<file path="config.mk">
export PLATFORM = sky130hd
export DESIGN_NAME = axi_chan_scoreboard
export DESIGN_NICKNAME = d
export VERILOG_FILES = /design/src/rtl/axi_chan_scoreboard.sv
export SDC_FILE = /design/constraint.sdc
export NUM_CORES = 1
export LEC_CHECK = 0
export CORE_UTILIZATION = 25
export DETAILED_ROUTE_END_ITERATION = 6
export GPL_ROUTABILITY_DRIVEN = 0
export GPL_TIMING_DRIVEN = 0
export PLACE_DENSITY = 0.46
export SLEW_MARGIN = 20
export SYNTH_ARGS = -nofsm -noshare
export SYNTH_HDL_FRONTEND = slang
export SYNTH_SLANG_ARGS = --single-unit
</file>
<file path="constraint.sdc">
create_clock -name clk_1 -period 5.7 [get_ports clk_1]
set_input_delay 1.14 -clock clk_1 [delete_from_list [all_inputs] [get_ports clk_1]]
set_output_delay 1.14 -clock clk_1 [all_outputs]
set_load 0.01 [all_outputs]
</file>
<file path="src/rtl/axi_chan_scoreboard.sv">
// axi_chan_scoreboard: in-order scoreboard for one AXI link.
// Side A is the link ingress and side B the egress. AW/W/AR beats are recorded
// on side A and checked on side B; B/R beats are recorded on side B and
// checked on side A. Each channel has its own FIFO lane with sticky
// mismatch / overflow / underflow flags.
// Optional feature: define AXI_CHAN_SCB_ERR_CNT_EN to build the saturating
// error-event counter on err_cnt_o; otherwise err_cnt_o is tied to zero.
//
// Handshake: a beat fires on a posedge of clk_1 where its valid and ready are
// both high. Valid and ready are only observed, never driven.

// One channel lane: expectation FIFO, compare, sticky flags.
module axi_chan_scb_lane #(
    parameter int Width = 32,
    parameter int Depth = 8
) (
    input  logic             clk_1,
    input  logic             rst_1_n,
    input  logic             live,
    input  logic             clear,
    input  logic             src_fire,
    input  logic [Width-1:0] src_data,
    input  logic             snk_fire,
    input  logic [Width-1:0] snk_data,
    output logic             mismatch,
    output logic             overflow,
    output logic             underflow,
    output logic             pending,
    output logic             err_evt
);
    localparam int PtrW = $clog2(Depth);
    localparam int CntW = PtrW + 1;

    logic [Width-1:0] mem [Depth];
    logic [PtrW-1:0]  wr_ptr;
    logic [PtrW-1:0]  rd_ptr;
    logic [CntW-1:0]  count;

    logic             empty;
    logic             full;
    logic             push;
    logic             pop;
    logic             do_cmp;
    logic [Width-1:0] cmp_data;
    logic             mism_evt;
    logic             ovf_evt;
    logic             unf_evt;

    assign empty   = (count == '0);
    assign full    = (count == CntW'(Depth));
    assign pending = !empty;
    assign err_evt = mism_evt | ovf_evt | unf_evt;

    // Decide push / pop / compare for this cycle; clear and the first edge
    // after reset release suppress every event.
    always_comb begin
        push     = 1'b0;
        pop      = 1'b0;
        do_cmp   = 1'b0;
        cmp_data = mem[rd_ptr];
        ovf_evt  = 1'b0;
        unf_evt  = 1'b0;
        if (live && !clear) begin
            if (snk_fire) begin
                if (empty) begin
                    if (src_fire) begin
                        // bypass: compare source with sink directly, store nothing
                        do_cmp   = 1'b1;
                        cmp_data = src_data;
                    end else begin
                        unf_evt = 1'b1;
                    end
                end else begin
                    // pop the head; a simultaneous source beat is pushed even when full
                    pop    = 1'b1;
                    do_cmp = 1'b1;
                    push   = src_fire;
                end
            end else if (src_fire) begin
                if (full) begin
                    ovf_evt = 1'b1;
                end else begin
                    push = 1'b1;
                end
            end
        end
        mism_evt = do_cmp && (cmp_data !== snk_data);
    end

    // Payload storage; a full-FIFO swap overwrites the slot being popped.
    always_ff @(posedge clk_1) begin
        if (push) begin
            mem[wr_ptr] <= src_data;
        end
    end

    // Pointers, occupancy and sticky flags.
    always_ff @(posedge clk_1 or posedge rst_1_n) begin
        if (rst_1_n) begin
            wr_ptr    <= '0;
            rd_ptr    <= '0;
            count     <= '0;
            mismatch  <= 1'b0;
            overflow  <= 1'b0;
            underflow <= 1'b0;
        end else if (clear) begin
            wr_ptr    <= '0;
            rd_ptr    <= '0;
            count     <= '0;
            mismatch  <= 1'b0;
            overflow  <= 1'b0;
            underflow <= 1'b0;
        end else begin
            if (push) begin
                wr_ptr <= wr_ptr + 1'b1;
            end
            if (pop) begin
                rd_ptr <= rd_ptr + 1'b1;
            end
            if (push && !pop) begin
                count <= count + 1'b1;
            end else if (pop && !push) begin
                count <= count - 1'b1;
            end
            if (mism_evt) begin
                mismatch <= 1'b1;
            end
            if (ovf_evt) begin
                overflow <= 1'b1;
            end
            if (unf_evt) begin
                underflow <= 1'b1;
            end
        end
    end
endmodule

module axi_chan_scoreboard #(
    parameter int AwWidth = 32,
    parameter int WWidth  = 32,
    parameter int ArWidth = 32,
    parameter int BWidth  = 8,
    parameter int RWidth  = 32,
    parameter int Depth   = 8
) (
    input  logic               clk_1,
    input  logic               rst_1_n,
    input  logic               clear_i,
    input  logic               a_aw_valid_i,
    input  logic               a_aw_ready_i,
    input  logic [AwWidth-1:0] a_aw_i,
    input  logic               a_w_valid_i,
    input  logic               a_w_ready_i,
    input  logic [WWidth-1:0]  a_w_i,
    input  logic               a_ar_valid_i,
    input  logic               a_ar_ready_i,
    input  logic [ArWidth-1:0] a_ar_i,
    input  logic               a_b_valid_i,
    input  logic               a_b_ready_i,
    input  logic [BWidth-1:0]  a_b_i,
    input  logic               a_r_valid_i,
    input  logic               a_r_ready_i,
    input  logic [RWidth-1:0]  a_r_i,
    input  logic               b_aw_valid_i,
    input  logic               b_aw_ready_i,
    input  logic [AwWidth-1:0] b_aw_i,
    input  logic               b_w_valid_i,
    input  logic               b_w_ready_i,
    input  logic [WWidth-1:0]  b_w_i,
    input  logic               b_ar_valid_i,
    input  logic               b_ar_ready_i,
    input  logic [ArWidth-1:0] b_ar_i,
    input  logic               b_b_valid_i,
    input  logic               b_b_ready_i,
    input  logic [BWidth-1:0]  b_b_i,
    input  logic               b_r_valid_i,
    input  logic               b_r_ready_i,
    input  logic [RWidth-1:0]  b_r_i,
    output logic [4:0]         mismatch_o,
    output logic [4:0]         overflow_o,
    output logic [4:0]         underflow_o,
    output logic               pending_o,
    output logic [15:0]        err_cnt_o
);
    logic       live;
    logic [4:0] pend;
    logic [4:0] err_evt;

    // Events on the edge that releases reset are not evaluated: live rises
    // only on the first edge after release.
    always_ff @(posedge clk_1 or posedge rst_1_n) begin
        if (rst_1_n) begin
            live <= 1'b0;
        end else begin
            live <= 1'b1;
        end
    end

    axi_chan_scb_lane #(.Width(AwWidth), .Depth(Depth)) u_aw (
        .clk_1(clk_1), .rst_1_n(rst_1_n), .live(live), .clear(clear_i),
        .src_fire(a_aw_valid_i & a_aw_ready_i), .src_data(a_aw_i),
        .snk_fire(b_aw_valid_i & b_aw_ready_i), .snk_data(b_aw_i),
        .mismatch(mismatch_o[0]), .overflow(overflow_o[0]), .underflow(underflow_o[0]),
        .pending(pend[0]), .err_evt(err_evt[0])
    );

    axi_chan_scb_lane #(.Width(WWidth), .Depth(Depth)) u_w (
        .clk_1(clk_1), .rst_1_n(rst_1_n), .live(live), .clear(clear_i),
        .src_fire(a_w_valid_i & a_w_ready_i), .src_data(a_w_i),
        .snk_fire(b_w_valid_i & b_w_ready_i), .snk_data(b_w_i),
        .mismatch(mismatch_o[1]), .overflow(overflow_o[1]), .underflow(underflow_o[1]),
        .pending(pend[1]), .err_evt(err_evt[1])
    );

    axi_chan_scb_lane #(.Width(ArWidth), .Depth(Depth)) u_ar (
        .clk_1(clk_1), .rst_1_n(rst_1_n), .live(live), .clear(clear_i),
        .src_fire(a_ar_valid_i & a_ar_ready_i), .src_data(a_ar_i),
        .snk_fire(b_ar_valid_i & b_ar_ready_i), .snk_data(b_ar_i),
        .mismatch(mismatch_o[2]), .overflow(overflow_o[2]), .underflow(underflow_o[2]),
        .pending(pend[2]), .err_evt(err_evt[2])
    );

    // Response channels: source is side B, sink is side A.
    axi_chan_scb_lane #(.Width(BWidth), .Depth(Depth)) u_b (
        .clk_1(clk_1), .rst_1_n(rst_1_n), .live(live), .clear(clear_i),
        .src_fire(b_b_valid_i & b_b_ready_i), .src_data(b_b_i),
        .snk_fire(a_b_valid_i & a_b_ready_i), .snk_data(a_b_i),
        .mismatch(mismatch_o[3]), .overflow(overflow_o[3]), .underflow(underflow_o[3]),
        .pending(pend[3]), .err_evt(err_evt[3])
    );

    axi_chan_scb_lane #(.Width(RWidth), .Depth(Depth)) u_r (
        .clk_1(clk_1), .rst_1_n(rst_1_n), .live(live), .clear(clear_i),
        .src_fire(b_r_valid_i & b_r_ready_i), .src_data(b_r_i),
        .snk_fire(a_r_valid_i & a_r_ready_i), .snk_data(a_r_i),
        .mismatch(mismatch_o[4]), .overflow(overflow_o[4]), .underflow(underflow_o[4]),
        .pending(pend[4]), .err_evt(err_evt[4])
    );

    assign pending_o = |pend;

`ifdef AXI_CHAN_SCB_ERR_CNT_EN
    logic [15:0] err_cnt;
    logic [2:0]  evt_sum;
    logic [16:0] cnt_sum;

    // Sum this cycle's error events across all channels.
    always_comb begin
        evt_sum = '0;
        for (int i = 0; i < 5; i++) begin
            evt_sum = evt_sum + 3'(err_evt[i]);
        end
        cnt_sum = {1'b0, err_cnt} + 17'(evt_sum);
    end

    // Saturating error counter, flushed by clear_i.
    always_ff @(posedge clk_1 or posedge rst_1_n) begin
        if (rst_1_n) begin
            err_cnt <= '0;
        end else if (clear_i) begin
            err_cnt <= '0;
        end else if (cnt_sum[16]) begin
            err_cnt <= 16'hFFFF;
        end else begin
            err_cnt <= cnt_sum[15:0];
        end
    end

    assign err_cnt_o = err_cnt;
`else
    logic unused_err_evt;
    assign unused_err_evt = ^err_evt;
    assign err_cnt_o      = 16'h0000;
`endif
endmodule

</file>
* Word-level counts from Yosys, hierarchy flattened
Memory sizes are Yosys's and may differ from the RTL's.
Cells that the tools add are included.
W data, S select, Z words.
** Cells by class
- Equality and inequality tests :: 10
- Multiplexer cells :: 195
- Bitwise gates (word level) :: 10
- Add/sub/neg operators :: 20
- Reduce and logical (&&, ||, !) cells :: 68
** Operators by type and width (count)
- $mux W32 :: 16
- $mux W1 :: 140
- $nex A32 B32 Y1 :: 4
- $mux W3 :: 20
- $mux W4 :: 15
- $reduce_bool A2 Y1 :: 25
- $mux W8 :: 4
- $add A3 B1 Y3 const B :: 10
- $add A4 B1 Y4 const B :: 5
- $eq A4 B4 Y1 const B :: 5
- $logic_not A4 Y1 :: 5
- $sub A4 B1 Y4 const B :: 5
- $logic_and A1 B1 Y1 :: 16
- $logic_not A1 Y1 :: 16
- $reduce_bool A3 Y1 :: 5
- $and A1 B1 Y1 :: 10
- $nex A8 B8 Y1 :: 1
- $reduce_or A5 Y1 :: 1
** Storage, ports and cells
- Memories :: 5
- Output and inout bits :: 32
- RAM bits :: 1088
- Logic and storage cells :: 339
- Bits of input ports :: 295
- Bits in registers :: 66
** Memories
- u_ar.mem :: words 8, width 32, rd ports 1, clocked after Yosys merged registers in 0, write ports 1, RTL line 34 : logic [Width-1:0] mem [Depth];
- u_aw.mem :: words 8, width 32, rd ports 1, clocked after Yosys merged registers in 0, write ports 1, RTL line 34
- u_r.mem :: words 8, width 32, rd ports 1, clocked after Yosys merged registers in 0, write ports 1, RTL line 34
- u_w.mem :: words 8, width 32, rd ports 1, clocked after Yosys merged registers in 0, write ports 1, RTL line 34
- u_b.mem :: words 8, width 8, rd ports 1, clocked after Yosys merged registers in 0, write ports 1, RTL line 34

* Depth between registers and ports, before layout
- Word-level depth :: 10
- Mapped depth :: 12
- Mapped depth without buffers :: 11

* Hierarchy
From an unflattened synthesis, not the netlist that was laid out.
** Second synthesis, totals
- Cell total of the unflattened synthesis :: 2406
- Area, all modules :: 47892.2 sq um
** By module, submodules not included
- axi_chan_scb_lane at u_ar ... :: times used 4, seq. area each 8012.7 sq um, area each 11051.8 sq um, cells an instance 543
- axi_chan_scb_lane at u_b :: times used 1, seq. area each 2247.2 sq um, area each 3453.3 sq um, cells an instance 201
- axi_chan_scoreboard :: times used 1, seq. area each 25.0 sq um, area each 231.5 sq um, cells an instance 33

* Worst setup path after synthesis
OpenSTA, ideal clock, no wires.
- Path type :: input port to flip-flop
- Start :: input b_r_ready_i
- End :: memory u_r.mem[0][0] (enable)
- Stages :: 8
- Slack :: 0.589 ns
- Path buffers :: 3
- Required time :: 5.239 ns
- Arrival :: 4.650 ns
- Setup time :: 0.461 ns
- Cell sequence :: clkbuf_1 -> and2_1 -> clkbuf_1 -> clkbuf_1 -> nand2_1 -> nand2_1 -> nand2b_1 -> nor3_1
** On the way
- Longest elaborated chain between the ends :: 6
- Elaborated cells on any way between the ends :: 7
- Those cells by class :: mux: 6; bitwise: 1
** Ends and longest elaborated chain
- start: declaration :: RTL line 177 : input logic b_r_ready_i,
- $and A1 B1 Y1 (*) :: RTL line 234 : .src_fire(b_r_valid_i & b_r_ready_i), .src_data(b_r_i),
- $mux W1 (on tied branches) :: RTL line 79, 65
- $mux W1 (*) :: RTL line 64 : if (snk_fire) begin
- $mux W1 (*) :: RTL line 63 : if (live && !clear) begin
- $mux W1 (*) :: RTL line 92 : if (push) begin
- $mux W1 (not written as such) (*) :: RTL line 93 : mem[wr_ptr] <= src_data;
- end: declaration :: RTL line 34
Mark *: on every way between the ends. The rest lies on a longest branch, timed or not.

* Worst setup path after layout
- Start :: input clear_i
- End :: register u_ar.mismatch
** On the way
- Longest elaborated chain between the ends :: 6
- Elaborated cells on any way between the ends :: 8
- Those cells by class :: eq/ne: 1; mux: 3; reduce/logical: 4
** Ends and longest elaborated chain
- start: declaration :: RTL line 148 : input logic clear_i,
- $logic_not A1 Y1 :: RTL line 63
- $logic_and A1 B1 Y1 :: RTL line 63
- $mux W32 :: RTL line 63
- $nex A32 B32 Y1 :: RTL line 87 : mism_evt = do_cmp && (cmp_data !== snk_data);
- $logic_and A1 B1 Y1 :: RTL line 87
- $reduce_bool A2 Y1 (no line)
- end signal: assignment :: RTL line 103 : mismatch <= 1'b0;
- end signal: assignment :: RTL line 110 : mismatch <= 1'b0;
- end signal: assignment :: RTL line 126 : mismatch <= 1'b1;
- end: declaration :: RTL line 25 : output logic mismatch,
Parallel ways exist; a longest one is shown, timed or not.
A chain may end at the register's enable or synchronous reset.

==> Implementation_results.wiki <==
{| class="wikitable"
! Metric !! Value
|-
| Proportion of synthesized chip area in sequential cells || 0.684
|-
| Reg2reg start || live
|-
| Die Wd || 450 µm
|-
| Async set or reset register ratio after synthesis || 0.0572
|-
| Placed Instances || 5,837
|-
| Initial core utilization || 0.251
|-
| Inserted Clock Buffers || ~140
|-
| Global-route track usage on met1 || 0.186
|-
| Fillers || 19.5k
|-
| Pin count of the biggest net entering global routing || 40
|-
| Relative contribution of sequential cells to total power || 0.474
|-
| Proportion of power drawn by combinational gates || 0.102
|-
| Reported max-cap violation count || 0
|-
| Net count, final || 3,638
|-
| Initial antenna violation count || 49
|-
| Post-synthesis to final-layout area growth || 24.4%
|-
| Post-route core utilization || 0.313
|-
| Total power per unit cell area || 319 nW/µm²
|-
| Vias after detailed routing || ~29k
|-
| Number of global-route vias before repair || 30.2k
|-
| Post-route fraction of the period consumed by the critical path || 0.910
|-
| GR Util met3 || 0.0250
|-
| GRT overflow || 0
|-
| Die ar. || 202,000 µm²
|-
| Proportion of layout cells with a drive suffix above 1 || 0.258
|-
| Number of remaining DRC errors || 0
|-
| Detailed router's first-iteration violation count || 2,321
|-
| Highest net fanout along the worst path || 10
|-
| Number of cells produced by synthesis || between 2k and 3k
|-
| Global-route wire length before repair || 216,000 µm
|-
| Final critical delay including setup and external delays || between 5 and 6 ns
|-
| Crit path cell chain || clkdlybuf4s50_1, clkbuf_1, and4b_1, clkbuf_1, nand3_1, a211o_1, a22oi_1, nand4_1, nor4_1, o2bb2ai_1
|-
| GR Layer Usage met2 || 0.245
|-
| Clock latency at the later pin of the worst-skew pair || about 0.8 ns
|-
| Post-route insts no fill || 6,098
|-
| Setup repair after global routing missed its margin || no
|-
| Detailed placer's ending HPWL || 105,000 µm
|-
| Final Hold Viols || 0
|-
| Count of hold-fix buffers inserted at cts || 0
|-
| CP delay by family, top || simple AND/OR/NAND/NOR gates
|-
| Part of the power in the clock network || 0.425
|-
| Predominant post-synthesis flop cell || sky130_fd_sc_hd__edfxtp_1
|-
| Clk Tree Root Cell || sky130_fd_sc_hd__clkbuf_16
|-
| Type of destination of the critical path || register
|-
| Yosys Warn Count || 0
|-
| H-tree depth || 4
|-
| Clock tree buffer depth || 3
|-
| Count of buffer and inverter cells on the critical path || 3
|-
| Proportion of netlist area held by the largest area contributor || 0.651
|-
| Startpoint of the worst hold path || u_b.overflow
|-
| Internal Power || 15,000 µW
|-
| Slew at the pin with the worst max-slew slack || roughly 1.1 ns
|-
| Worst hold margin || 0.494 ns
|-
| Source of the critical timing path || clear_i
|-
| Worst path arrival time || 5.83 ns
|-
| Clock slew at the register clock pins of the worst setup and hold paths || 0.06 ns
|-
| Post-cts sizing count || 0
|-
| Highest attainable clock frequency || 0.193 GHz
|-
| Tot GR Track Use || 0.146
|-
| Crit path kind || in2reg
|-
| Final setup fails || 0
|-
| Critical path's largest stage delay || roughly 0.85 ns
|-
| Top cells by area, synth || sky130_fd_sc_hd__edfxtp_1 (65%), sky130_fd_sc_hd__mux4_2 (12%), sky130_fd_sc_hd__dfrtp_1 (3.3%)
|-
| Num ports || 327
|-
| Critical Path Source Type || input pin
|-
| Slowest cell on crit path || sky130_fd_sc_hd__nor4_1
|-
| Aggregate routed wire length || 150,000 µm
|-
| Outcome || completed
|-
| GR peak layer || met2
|-
| Port Buffer Count || 308
|-
| Worst ir drop on vdd || 0.000264 V
|-
| Cell taking the most area after synthesis || sky130_fd_sc_hd__edfxtp_1
|-
| Distinct cells, synth || 48
|-
| CORE AREA || between 150,000 and 200,000 µm²
|-
| Via/cell ratio || about 4.8
|-
| Average wire per standard cell || 24.6 µm
|-
| Clock sink count || 1,154
|-
| # Post-CTS Setup Buffers || 0
|-
| Max-slew violation total from the final report || 0
|-
| Pre-antenna DRT Iters || 5
|-
| Post-Route Skew || 0.0327 ns
|-
| Proportion of total power due to net switching || 0.247
|-
| Post-synthesis sequential element count || 1,154
|-
| Power dissipated by switching net loads || about 4900 µW
|-
| Path class of the lowest-slack min-delay path || reg2reg
|-
| Placement Rows || between 150 and 200
|-
| Most common cell on crit path || sky130_fd_sc_hd__clkbuf_1
|-
| Required time at the worst-slack endpoint || 6.34 ns
|-
| Height of the die || approximately 450 µm
|-
| Average size of a mapped cell || 18.0 µm²
|-
| Total standard cell area after synthesis || between 50,000 and 60,000 µm²
|-
| Leakage Power || 0.0191 µW
|-
| Antenna Violating Nets Remaining || 0
|-
| Slew headroom || 0.274
|-
| TritonCTS clock tree || done
|-
| Count of flip-flops with a built-in enable after synthesis || 1,088
|}
==> metal layers <==
metal  vias up  share of wire
met5         -        0.00079
met4        20          0.037
met3       271          0.041
met2       790           0.50
met1     15400           0.42
li1      12900              -
==> through the flow <==
stage	setup TNS (ns)	worst slack (ns)	cell area, µm²	total power (µW)
after floorplan	0	0.589	50200	10700
after global placement	-3321.26	-5.05	56600	11600
after detailed placement	-77.55	-0.490	58000	11600
after CTS	0	0.377	62300	20100
after global routing	0	0.289	62400	20600
final	0	0.512	62400	19900
==> cells in the mapped netlist, types with 3 or more instances <==
cell	number
sky130_fd_sc_hd__edfxtp_1	1088
sky130_fd_sc_hd__mux4_2	272
sky130_fd_sc_hd__clkbuf_1	124
sky130_fd_sc_hd__mux2_2	117
sky130_fd_sc_hd__or4_1	109
sky130_fd_sc_hd__a31o_2	106
sky130_fd_sc_hd__o211ai_1	105
sky130_fd_sc_hd__o22a_1	105
sky130_fd_sc_hd__a22oi_1	74
sky130_fd_sc_hd__nand2_1	68
sky130_fd_sc_hd__dfrtp_1	66
sky130_fd_sc_hd__nor2_1	54
sky130_fd_sc_hd__inv_1	40
sky130_fd_sc_hd__buf_2	37
sky130_fd_sc_hd__mux2i_1	37
sky130_fd_sc_hd__o21ai_0	32
sky130_fd_sc_hd__buf_4	31
sky130_fd_sc_hd__nor4_1	31
sky130_fd_sc_hd__nor3_1	29
sky130_fd_sc_hd__a211o_1	23
sky130_fd_sc_hd__a31oi_1	23
sky130_fd_sc_hd__a21oi_1	20
sky130_fd_sc_hd__ha_1	20
sky130_fd_sc_hd__nand2b_1	20
sky130_fd_sc_hd__nand4_1	19
sky130_fd_sc_hd__nand3_1	18
sky130_fd_sc_hd__xor2_1	16
sky130_fd_sc_hd__nand3b_1	13
sky130_fd_sc_hd__buf_1	12
sky130_fd_sc_hd__xnor2_1	12
sky130_fd_sc_hd__o2bb2ai_1	10
sky130_fd_sc_hd__a21o_1	5
sky130_fd_sc_hd__a32o_1	5
sky130_fd_sc_hd__and4b_1	5
sky130_fd_sc_hd__buf_6	5
sky130_fd_sc_hd__fa_1	5
sky130_fd_sc_hd__nand4b_1	4
sky130_fd_sc_hd__o31ai_1	4
sky130_fd_sc_hd__and2_1	3
==> kinds of logic (layout without fill, tap and decap cells) <==
logic type / after synthesis / after routing / synth area share
other cells: 2 / 35 / 0.000150
mux: 426 / 426 / 0.156
flops: 1154 / 1154 / 0.684
simple gates: 381 / 381 / 0.0447
xor+xnor: 28 / 28 / 0.00489
fa+ha+maj: 25 / 25 / 0.00699
buf+inv: 250 / 877 / 0.0227
compound gates: 516 / 516 / 0.0805
==> cell usage in the layout (no fill, tap or decap), types with 22 or more instances in the layout <==
master and count:
sky130_fd_sc_hd__a22oi_1 74, sky130_fd_sc_hd__nor2_1 30, sky130_fd_sc_hd__clkbuf_1 147, sky130_fd_sc_hd__or4_1 109
sky130_fd_sc_hd__clkinv_1 27, sky130_fd_sc_hd__mux2_2 117, sky130_fd_sc_hd__o211ai_1 105, sky130_fd_sc_hd__nand2_1 68
sky130_fd_sc_hd__a211o_1 23, sky130_fd_sc_hd__buf_2 37, sky130_fd_sc_hd__edfxtp_1 1088, sky130_fd_sc_hd__nor4_1 30
sky130_fd_sc_hd__clkdlybuf4s50_1 308, sky130_fd_sc_hd__nor2_4 24, sky130_fd_sc_hd__a31o_2 106, sky130_fd_sc_hd__clkbuf_16 135
sky130_fd_sc_hd__clkinv_2 22, sky130_fd_sc_hd__mux4_2 272, sky130_fd_sc_hd__o21ai_0 32, sky130_fd_sc_hd__buf_4 65
sky130_fd_sc_hd__inv_1 39, sky130_fd_sc_hd__a31oi_1 23, sky130_fd_sc_hd__o22a_1 105, sky130_fd_sc_hd__dfrtp_1 66
sky130_fd_sc_hd__mux2i_1 37
==> flip-flops by register name (all words and copies together) (netlist names), 4 cells and up <==
| register | cells |
|---|---|
| u_ar.mem | 256 |
| u_aw.count | 4 |
| u_b.count | 4 |
| u_w.count | 4 |
| u_r.count | 4 |
| u_aw.mem | 256 |
| u_ar.count | 4 |
| u_w.mem | 256 |
| u_b.mem | 64 |
| u_r.mem | 256 |
==> final cells by class <==
| cell class | count | area (µm²) | area share |
|---|---|---|---|
| antenna | 18 | 45.0 | 0.000722 |
| timing repair buffer | 384 | 4210 | 0.0675 |
| buffer | 210 | 993 | 0.0159 |
| clock inverter | 81 | 836 | 0.0134 |
| clock buffer | 162 | 3490 | 0.0559 |
| inverter | 40 | 153 | 0.00245 |
| sequential | 1154 | 34300 | 0.550 |
| tap | 2656 | 3320 | 0.0533 |
| multi-input combinational | 1393 | 15000 | 0.241 |
==> power groups by stage <==
stage / Clock (µW) / Combinational (µW) / Sequential (µW)
2_1_floorplan: 0 / 1120 / 9580
3_3_place_gp: 0 / 1990 / 9600
3_5_place_dp: 0 / 2020 / 9590
4_1_cts: 8680 / 2030 / 9420
5_1_grt: 8980 / 2180 / 9430
6_report: 8440 / 2020 / 9420
==> worst paths after layout <==
| path | end | slack (ns) | cells past startpoint |
|---|---|---|---|
| max in group asynchronous | live | 4.32 | 3 |
| setup reg to reg | u_w.mem[0][4] | 0.99 | 9 |
| hold / removal | u_b.overflow | 0.49 | 1 |
| hold reg to reg | u_b.overflow | 0.49 | 1 |
| setup / recovery | u_ar.mismatch | 0.51 | 10 |
| min in group asynchronous | u_aw.overflow | 0.74 | 2 |
(Power assumes the default switching activity.)
